### src/rtl/plugin_dispatch.sv
// plugin_dispatch: issue/writeback stage between the RS5 execute stage and a start/busy/done plugin.
// Define PLUGIN_DISPATCH_PERF_EN to build the perf_ops / perf_timeouts counters.
module plugin_dispatch #(
    parameter int XLEN           = 32,
    parameter int TIMEOUT_CYCLES = 64
) (
    input  logic            clk,
    input  logic            reset,
    input  logic            req_valid,
    output logic            req_ready,
    input  logic [XLEN-1:0] req_rs1,
    input  logic [XLEN-1:0] req_rs2,
    input  logic [4:0]      req_rd,
    input  logic            flush,
    output logic            stall,
    output logic            plugin_start,
    output logic [XLEN-1:0] plugin_operand_a,
    output logic [XLEN-1:0] plugin_operand_b,
    input  logic [XLEN-1:0] plugin_result,
    input  logic            plugin_busy,
    input  logic            plugin_done,
    output logic            wb_valid,
    output logic            wb_we,
    output logic [4:0]      wb_rd,
    output logic [XLEN-1:0] wb_data,
    output logic            wb_error,
    output logic [31:0]     perf_ops,
    output logic [31:0]     perf_timeouts
);

    localparam int CW = $clog2(TIMEOUT_CYCLES);
    localparam logic [CW-1:0] TMAX = CW'(TIMEOUT_CYCLES - 1);

    typedef enum logic [2:0] {
        IDLE,
        ISSUE,
        WAIT,
        WRITEBACK,
        DRAIN
    } state_t;

    state_t          state;
    state_t          next_state;
    logic [XLEN-1:0] op_a;
    logic [XLEN-1:0] op_b;
    logic [XLEN-1:0] result_q;
    logic [4:0]      rd_q;
    logic            error_q;
    logic [CW-1:0]   count;
    logic            timed_out;
    logic            accept;
    logic            unused_busy;

    // Busy is observed only for debug; progress relies on done or the timeout.
    assign unused_busy = plugin_busy;

    assign timed_out = (count == TMAX);
    assign accept    = (state == IDLE) && req_valid && !flush;

    always_comb begin
        next_state   = state;
        req_ready    = 1'b0;
        plugin_start = 1'b0;
        wb_valid     = 1'b0;
        case (state)
            IDLE: begin
                req_ready = 1'b1;
                if (accept) next_state = ISSUE;
            end
            ISSUE: begin
                plugin_start = 1'b1;
                next_state   = flush ? DRAIN : WAIT;
            end
            WAIT: begin
                if (plugin_done)    next_state = flush ? DRAIN : WRITEBACK;
                else if (flush)     next_state = DRAIN;
                else if (timed_out) next_state = WRITEBACK;
            end
            WRITEBACK: begin
                wb_valid   = 1'b1;
                next_state = IDLE;
            end
            DRAIN: begin
                if (plugin_done || timed_out) next_state = IDLE;
            end
            default: next_state = IDLE;
        endcase
    end

    // The plugin cannot be aborted, so the counter keeps running through DRAIN too.
    always_ff @(posedge clk) begin
        if (reset) begin
            state    <= IDLE;
            op_a     <= '0;
            op_b     <= '0;
            rd_q     <= '0;
            result_q <= '0;
            error_q  <= 1'b0;
            count    <= '0;
        end else begin
            state <= next_state;
            case (state)
                IDLE: begin
                    if (accept) begin
                        op_a    <= req_rs1;
                        op_b    <= req_rs2;
                        rd_q    <= req_rd;
                        error_q <= 1'b0;
                    end
                end
                ISSUE: count <= '0;
                WAIT: begin
                    if (!timed_out) count <= count + CW'(1);
                    if (plugin_done) begin
                        result_q <= plugin_result;
                        error_q  <= 1'b0;
                    end else if (!flush && timed_out) begin
                        error_q <= 1'b1;
                    end
                end
                DRAIN: begin
                    if (!timed_out) count <= count + CW'(1);
                end
                default: ;
            endcase
        end
    end

    assign stall            = (state != IDLE) || req_valid;
    assign plugin_operand_a = op_a;
    assign plugin_operand_b = op_b;
    assign wb_rd            = wb_valid ? rd_q : 5'd0;
    assign wb_data          = (wb_valid && !error_q) ? result_q : '0;
    assign wb_error         = wb_valid && error_q;
    assign wb_we            = wb_valid && !error_q && (rd_q != 5'd0);

`ifdef PLUGIN_DISPATCH_PERF_EN
    logic [31:0] ops_q;
    logic [31:0] timeouts_q;
    logic        timeout_event;

    assign timeout_event = !plugin_done && timed_out &&
                           (((state == WAIT) && !flush) || (state == DRAIN));

    always_ff @(posedge clk) begin
        if (reset) begin
            ops_q      <= '0;
            timeouts_q <= '0;
        end else begin
            if ((state == WRITEBACK) && !error_q) ops_q <= ops_q + 32'd1;
            if (timeout_event) timeouts_q <= timeouts_q + 32'd1;
        end
    end

    assign perf_ops      = ops_q;
    assign perf_timeouts = timeouts_q;
`else
    assign perf_ops      = 32'd0;
    assign perf_timeouts = 32'd0;
`endif

endmodule
### config.mk
export PLATFORM = sky130hd
export DESIGN_NAME = plugin_dispatch
export DESIGN_NICKNAME = d
export VERILOG_FILES = /design/src/rtl/plugin_dispatch.sv
export SDC_FILE = /design/constraint.sdc
export NUM_CORES = 1
export LEC_CHECK = 0
export ABC_AREA = 1
export BUFFER_PORTS_ARGS = -buffer_cell sky130_fd_sc_hd__buf_2
export CAP_MARGIN = 20
export CORE_MARGIN = 2
export CORE_UTILIZATION = 40
export DETAILED_ROUTE_END_ITERATION = 8
export GPL_ROUTABILITY_DRIVEN = 0
export GPL_TIMING_DRIVEN = 0
export PLACE_DENSITY = 0.76
export SETUP_SLACK_MARGIN = 0.05
export SLEW_MARGIN = 20
export SYNTH_ARGS = -nofsm -noshare
export SYNTH_HDL_FRONTEND = slang
export SYNTH_SLANG_ARGS = --single-unit
### constraint.sdc
create_clock -name clk -period 1.3 [get_ports clk]
set_input_delay 0.195 -clock clk [delete_from_list [all_inputs] [get_ports clk]]
set_output_delay 0.195 -clock clk [all_outputs]
set_load 0.005 [all_outputs]
==> flow_summary.ini <==
[status]
status = finished, violations left
violations = negative setup slack

[timing]
worst_slack_ns = -0.412
hold_violations = 0
setup_viol = 141
maxSlewHeadroom_pct = 55.0
fin_tns_setup_ns = -35.29
rsz0062_at_grt = true
worstMarginPinSlew_ns = 0.676
fmax_mhz = 584
timing.hold.ws_ns = 0.0803
drv_slew = 0
clock_skew_ns = 0.00335
min_period_ns = 1.71
fin_crit_sh_pct = 132

[finish]
area_delta_synth_final_pct = 57.7
drive_gt1_share_pct = 44.9
fin_nets = 1069
diodes = 0
layout.cells.non_filler = 1109
fin_area_sq_um = 7550

[logic_synthesis]
ys_async_sr_fraction_pct = 0
synth_compound_area_share_pct = 15.9
synth_mux_area_share_pct = 0
synth.most_common_cell = nor2_1
synth-adder-area-share_pct = 0.261
avgSynthCellArea_sq_um = 7.53
synth_area_leaders = dfxtp_1, nor2_1, buf_4, o21ai_0, a21oi_1
synth_commonest_cells = nor2_1, dfxtp_1, o21ai_0
ys_types = 23
synth_top_flop_cell = dfxtp_1
yosys.area_share.simple_pct = 18.5
synth_top_family_by_area = buffers and inverters
synth_area_leader_cell = dfxtp_1
synth-xor-area-share_pct = 0
synth_warnings = 0
synth_edf_count = 0
syn_inst = 636
ys_ff_latch = 111
ys_seq_area_share_pct = 46.4
syn_area_sq_um = 4790
yosysTopAreaCellShare_pct = 46.4

[die]
io_pins = 278
coreArea_sq_um = 11600
initial_core_util_pct = 41.4
die_w_um = 113
die_y_um = 113
row_count = 39
dieArea_sq_um = 12900

[detailed_routing]
drc = 0
ant_nets = 0
finalWirelength_um = 14200
vias = 4881
first_pass_iters = 6
drt_iter0_markers = 326
wl_per_cell_um = 12.8
drt-vias-per-instance = 4.40

[clock_network]
cts_hold_buf = 0
clockBufferDepth = 2
cts.htree.levels = 3
clk_pin_slew_ns = 0.07
numCtsBuffers = 9
clkSinkCount = 111
cts_root_buf = clkbuf_16
clk_latency_ns = 0.34
cts_tree = yes

[grt]
grt_pass1_wl_um = 20800
grt_pass1_vias = 4254
grt_usage_pct = 20.4
antenna_found_initial = 1
overflow = 0
grt_max_degree = 20

[critical_path]
required_ns = 1.11
cp-start-kind = flop
critPathMaxStageDelay_ns = 0.35
end_kind = primary output
cp_max_fo = 6
critPathArrivalTime_ns = 1.52
cp_cell_sequence = inv_4, nor3_4, buf_4, buf_6, inv_8, nor2_2, buf_2
crit_path_top_delay_cell = dfxtp_2
worst-setup-path-type = flop to primary output

[pwr]
ir_drop_mv = 0.755
switching_share_pct = 29.8
power_frac_seq_pct = 41.4
power.switching_w = 0.00286
clkPwrFrac_pct = 28.1
power.density_nw_per_um2 = 1270
combPwrFrac_pct = 30.6
cell_internal_pwr_w = 0.00675
power_leakage_nw = 3.72

[placement]
io_buffers = 212
dp.cells = 1054
place_area_sq_um = 6270
pre_cts_ws_ns = -0.302
hpwl_um = 9790

[run]
drv_cap = 0

[hold_path]
hold_class = input port to flop
per-stage QoR:
stage	utilization [%]	power [W]
after global routing	65.3	0.0101
after global placement	54.2	0.00599
final	65.3	0.00961
after CTS	62.7	0.00944
after detailed placement	54.2	0.00603
after floorplan	-	0.00530
worst max-delay path, delay by kind of cell, from the launching register on:
| family | cells | cell delay [ns] |
|---|---|---|
| buf+inv | 5 | 0.48 |
| simple gates | 2 | 0.34 |
| flops | 1 | 0.35 |
placed cells by master, fill, tap and decap left out, drive strengths merged:
cell type    n
clkinv       4
clkinvlp     1
nor3         4
a21oi       44
nand2       22
clkbuf      22
a31oi        1
nand3        9
dfxtp      111
buf        329
ha           1
nor2       187
bufbuf       8
conb        64
a21boi       1
o21ai      105
inv         53
worst paths after layout:
check | start | endpoint | slack, ns | cells past startpoint
max reg2reg | state[0] | plugin_operand_b[3] | -0.36 | 9
min reg2reg | result_q[30] | result_q[30] | 0.45 | 2
min | req_rs1[18] | plugin_operand_a[18] | 0.08 | 3
max | state[0] | wb_error | -0.41 | 7
routing by layer:
metal | vias to the layer above | track usage, % | wire [um]
li1 | 2537 | - | -
met1 | 2131 | 24.4 | 5810
met2 | 195 | 36.7 | 7230
met3 | 16 | 4.89 | 963
met4 | 2 | 5.04 | 172
met5 | - | 0 | 10
power by group through the flow:
| stage | sequential [W] | clock, W | combinational (W) |
|---|---|---|---|
| 2_1_floorplan | 0.00407 | 0 | 0.00124 |
| 3_3_place_gp | 0.00403 | 0 | 0.00196 |
| 3_5_place_dp | 0.00405 | 0 | 0.00198 |
| 4_1_cts | 0.00397 | 0.00275 | 0.00272 |
| 5_1_grt | 0.00402 | 0.00290 | 0.00321 |
| 6_report | 0.00397 | 0.00270 | 0.00294 |
logic make-up (layout without fill, tap and decap cells):
family,after synthesis,after routing
AND/OR/NAND/NOR,222,222
adder cells (fa/ha/maj),1,1
AO/OA/AOI/OAI,151,151
flip-flops,111,111
other,1,64
buffers and inverters,150,417
state kept, by name, summed over array words and instances (netlist names):
name and count:
state 3, rd_q 5, result_q 32, error_q 1, plugin_operand_a 32, plugin_operand_b 32
count 6
timing repair:
action / in CTS / in global routing
pin swaps: 12 / 19
setup endpoints to repair: 152 / 154
gates resized for setup: 113 / 75
cloned: 11 / 0
buffers inserted: 16 / 13
layout make-up:
| cell class | count | area [sq um] |
|---|---|---|
| inverters | 51 | 214 |
| clock buffers | 10 | 239 |
| fillers | 1007 | 4020 |
| multi-input cells | 438 | 2150 |
| repair inverters | 1 | 16.3 |
| clock inverters | 6 | 53.8 |
| well taps | 143 | 179 |
| repair buffers | 250 | 1630 |
| plain buffers | 99 | 840 |
| flip-flops and latches | 111 | 2230 |
(Power assumes the default switching activity.)
